--- src/rtl/cond_pkg.sv ---
// Shared types for the conditional-execution stage: condition codes, NZCV flag indices and the flag word.
// Optional performance counters in cond_logic are enabled by COND_PERF_CNT_EN.
package cond_pkg;

    typedef enum logic [3:0] {
        EQ = 4'h0, NE = 4'h1, CS = 4'h2, CC = 4'h3,
        MI = 4'h4, PL = 4'h5, VS = 4'h6, VC = 4'h7,
        HI = 4'h8, LS = 4'h9, GE = 4'hA, LT = 4'hB,
        GT = 4'hC, LE = 4'hD, AL = 4'hE, NV = 4'hF
    } cond_e;

    localparam int FLAG_N = 3;
    localparam int FLAG_Z = 2;
    localparam int FLAG_C = 1;
    localparam int FLAG_V = 0;

    typedef logic [3:0] flags_t;

endpackage

--- src/rtl/cond_eval.sv ---
// Condition evaluator: maps a 4-bit condition code and stored NZCV flags to an execute decision.
// Purely combinational (zero latency); no flow control. Shared with the branch predictor.
module cond_eval
    import cond_pkg::*;
(
    input  logic [3:0] Cond,
    input  flags_t     flags,
    output logic       CondEx
);

    logic n, z, c, v;

    assign n = flags[FLAG_N];
    assign z = flags[FLAG_Z];
    assign c = flags[FLAG_C];
    assign v = flags[FLAG_V];

    always_comb begin
        CondEx = 1'b0;
        case (cond_e'(Cond))
            EQ: CondEx = z;
            NE: CondEx = ~z;
            CS: CondEx = c;
            CC: CondEx = ~c;
            MI: CondEx = n;
            PL: CondEx = ~n;
            VS: CondEx = v;
            VC: CondEx = ~v;
            HI: CondEx = c & ~z;
            LS: CondEx = ~c | z;
            GE: CondEx = (n == v);
            LT: CondEx = (n != v);
            GT: CondEx = ~z & (n == v);
            LE: CondEx = z | (n != v);
            AL: CondEx = 1'b1;
            NV: CondEx = 1'b0;
            default: CondEx = 1'b0;
        endcase
    end

endmodule

--- config.mk ---
export PLATFORM = sky130hd
export DESIGN_NAME = cond_eval
export DESIGN_NICKNAME = d
export VERILOG_FILES = /design/src/rtl/cond_pkg.sv /design/src/rtl/cond_eval.sv
export SDC_FILE = /design/constraint.sdc
export NUM_CORES = 1
export LEC_CHECK = 0
export ABC_AREA = 1
export CAP_MARGIN = 5
export CORE_AREA = 2 2 39 41
export DETAILED_ROUTE_END_ITERATION = 10
export DIE_AREA = 0 0 41 43
export DONT_BUFFER_PORTS = 1
export GPL_ROUTABILITY_DRIVEN = 1
export PLACE_DENSITY = 0.3
export SYNTH_ARGS = -nofsm -noshare
export SYNTH_HDL_FRONTEND = slang
export SYNTH_SLANG_ARGS = --single-unit
--- constraint.sdc ---
create_clock -name vclk -period 1.7
set_clock_uncertainty 0.1 [all_clocks]
set_input_delay 0.255 -clock vclk [all_inputs]
set_output_delay 0.255 -clock vclk [all_outputs]
set_load 0.005 [all_outputs]
# [After elaboration in Yosys (flattened, before gate mapping)]
# Index checks and enable logic that the tools add are counted.
[classes] reduce_logical=1 eq_ne=17 muxes=1 n_bitwise=8
[ops] op="$eq 4x4->1 const B" count=8
[ops] op="$eq 4x3->1 const B" count=4
[ops] op="$pmux 1 s16" count=1
[ops] op="$eq 4x2->1 const B" count=2
[ops] op="$eq 4x1->1 const B" count=1
[ops] op="$logic_not 4->1" count=1
[ops] op="$not 1->1" count=4
[ops] op="$and 1x1->1" count=2
[ops] op="$or 1x1->1" count=2
[ops] op="$eq 1x1->1" count=1
[ops] op="$ne 1x1->1" count=1
[word_totals] elab_cells=27 register_bits=0 inputBits=8 out_inout_bits=1

# [Logic depth before layout (Yosys ltp)]
[depth] ltp_word=3 mapped_depth=10 mapped_depth_nobuf=10

# [Worst setup path after synthesis]
# No wires, ideal clock.
[synth_timing] kind="input to output" from="in Cond[1]" to="out CondEx" stages=9 path_slack_ns=0.553 t_arrival_ns=0.792 path_buffers=0 path_cell_list="nor2_2 -> nand3_1 -> nand2_1 -> inv_1 -> nand2_1 -> nand2_1 -> nand3_1 -> nand2_1 -> nand3_2"
[synth_via] elab_chain_cells=2 elab_cells_between_ends=17
[synth_rtl] element="from (decl)" line="cond_eval.sv:6" source="input logic [3:0] Cond,"
[synth_rtl] element="$eq 4x4->1, or another cell as far along" line="cond_eval.sv:20" source="case (cond_e'(Cond))"
[synth_rtl] element="$pmux 1 s16 *" line="cond_eval.sv:20"
[synth_rtl] element="to (decl)" line="cond_eval.sv:8" source="output logic CondEx"
# Mark *: on every way between the ends. The rest lies on a longest branch, timed or not.

# [Final worst setup path]
[layout_timing] from="in flags[3]" to="out CondEx"
[layout_via] elab_chain_cells=3 elab_cells_between_ends=6
[layout_rtl] element="from (decl)" line="cond_eval.sv:7" source="input flags_t flags,"
[layout_rtl] element="$ne 1x1->1 or $eq 1x1->1 (tied branches)"
[layout_rtl] element="$or 1x1->1 or $and 1x1->1 (tied branches)" line="cond_eval.sv:34, cond_eval.sv:33"
[layout_rtl] element="$pmux 1 s16 *" line="cond_eval.sv:20"
# Marked as above.

==> summary.md <==
| Metric | Value |
|---|---|
| Outcome | completed |
| Max Clock Freq | 0.803 GHz |
| Pwr dens | 197 mW/mm2 |
| Detailed Place HPWL | 506 um |
| Min-delay src | Cond[3] |
| Die Y | 43 um |
| Synth warnings | 0 |
| Sw Share | 0.617 |
| Chip width | 41 um |
| Setup CP Type | in -> out |
| RSZ-0062 raised after global routing | no |
| FF/Latch Area | 0 um2 |
| Largest net degree at the start of global routing | 6 |
| Fin Setup TNS | 0 ns |
| Top cells by count, synth | nand2_1 (17), nand3_1 (8), inv_1 (6) |
| Post-place setup slack | 0.454 ns |
| FF+latch count | 0 |
| Crit path DAT | 0.89 ns |
| Dpl cell area | 225 um2 |
| Sequential-to-total area share from yosys stat | 0 |
| Combinational share of power | 1.000 |
| Final period utilization | 0.733 |
| Worst slew margin | 0.878 |
| Die area | 0.00176 mm2 |
| WHS | 0.520 ns |
| ANT nets after route | 0 |
| Post-synth top area cell | nand2_1 |
| Most numerous cell in the Yosys netlist | nand2_1 |
| Sw Pwr | 27.3 uW |
| Synth Cell Area | 205 um2 |
| Min setup slack post-route | 0.454 ns |
| Final setup vio count | 0 |
| Hold WC Path Type | in -> out |
| Nature of the critical path startpoint | input pin |
| Cell area after layout | 225 um2 |
| PostCTS Resize Cnt | 0 |
| Synth cell types | 11 |
| CP Max Fanout | 4 |
| Rows | 14 |
| Post-synthesis instance total | 45 |
| Starting DRT DRC Count | 8 |
| Routability cong. | 0.695 |
| Area grow syn2layout | 9.76% |
| Max IR drop VDD | 0.0000480 V |
| Port Buf Inserts | 0 |
| Initial antenna violation count | 0 |
| Cts hold-fix bufs | 0 |
| CP required | 1.34 ns |
| Synth top area cells | nand2_1 (31%), nand3_1 (20%), inv_1 (11%) |
| Drt drc | 0 |
| Worst-Margin Slew | 0.182 ns |
| IO Pins | 9 |
| Hold Vio Cnt, Final | 0 |
| Post-Syn Nets | 53 |
| Final Critical Period | 1.25 ns |
| Clock power share | 0 |
| Fin nets | 55 |
| Drt first pass iters | 4 |
| Vias in the first global route | 230 |
| Postcts setup bufs | 0 |
| Detailed Route WL | 562 um |
| Final Max Tran Viols | 0 |
| Maxcap violations | 0 |
| Leak | 0.000128 uW |
| Yosys top cell area share | 0.311 |
| DR vias | 258 |
| Ant diodes | 0 |
| Wire length of the first global-routing pass | 938 um |
| Crit path capture type | output pin |
| Internal power | 17.0 uW |
| Layout cells sized above 1 | 0.133 |
| Gr ovfl total | 0 |
| Total track usage | 0.0709 |
| Vias/cell | 4.23 |
| Core area | 0.00138 mm2 |
| Critical path origin | flags[3] |
| Wire per inst | 9.21 um |
| Seq pwr share | 0 |
| Starting Density | 0.148 |
| Clock buf count | 0 |
| Mean Syn Cell Area | 4.56 um2 |
-- layout by cell type (no fill, tap or decap) --
cell type | synthesis | layout
nor2_1 | 2 | 2
nand2_1 | 17 | 17
inv_2 | 2 | 2
a21oi_1 | 1 | 1
nand3_1 | 8 | 8
inv_1 | 6 | 6
nor2_2 | 3 | 3
nand3_2 | 1 | 1
o21ai_0 | 1 | 1
o21ai_1 | 2 | 2
o211ai_1 | 2 | 2
-- worst max-delay path, stage by stage --
cell and delay, ns:
inv_1 0.08, nand2_1 0.08, nand2_1 0.09, nand3_1 0.07, nand2_1 0.06, nand2_1 0.05, nand3_1 0.07, nand2_1 0.06
nand3_2 0.06
-- power by group through the flow --
stage                     combinational (uW)  clock [uW]  sequential (uW)
after CTS                               45.1           0                0
after global placement                  46.3           0                0
after detailed placement                44.8           0                0
after global routing                    53.3           0                0
final                                   44.3           0                0
after floorplan                         37.8           0                0
-- metrics by stage --
stage,instances,utilization,power [uW]
2_1_floorplan,45,-,37.8
3_3_place_gp,61,0.163,46.3
3_5_place_dp,61,0.163,44.8
4_1_cts,61,0.163,45.1
5_1_grt,61,0.163,53.3
6_report,61,0.163,44.3
-- per-layer routing --
layer / GRT usage / share of wire
met1: 0.114 / 0.51
met2: 0.103 / 0.36
met3: 0.0105 / 0.12
met4: 0 / 0
met5: 0 / 0
-- worst paths after layout --
path	endpoint	slack [ns]	cells after the start
min	CondEx	0.52	2
max	CondEx	0.45	9
-- kinds of logic (layout without fill, tap and decap cells) --
kind of cell / after synthesis / after routing / share of synthesized area
AO/OA/AOI/OAI: 6 / 6 / 0.171
buffers and inverters: 8 / 8 / 0.146
AND/OR/NAND/NOR: 31 / 31 / 0.683
-- cell type report --
cell class / instances / area, um2
Fill cell: 164 / 1160
Inverter: 8 / 30.0
Multi-Input combinational cell: 37 / 175
Tap cell: 16 / 20.0
Power figures use the tool's default switching activity.
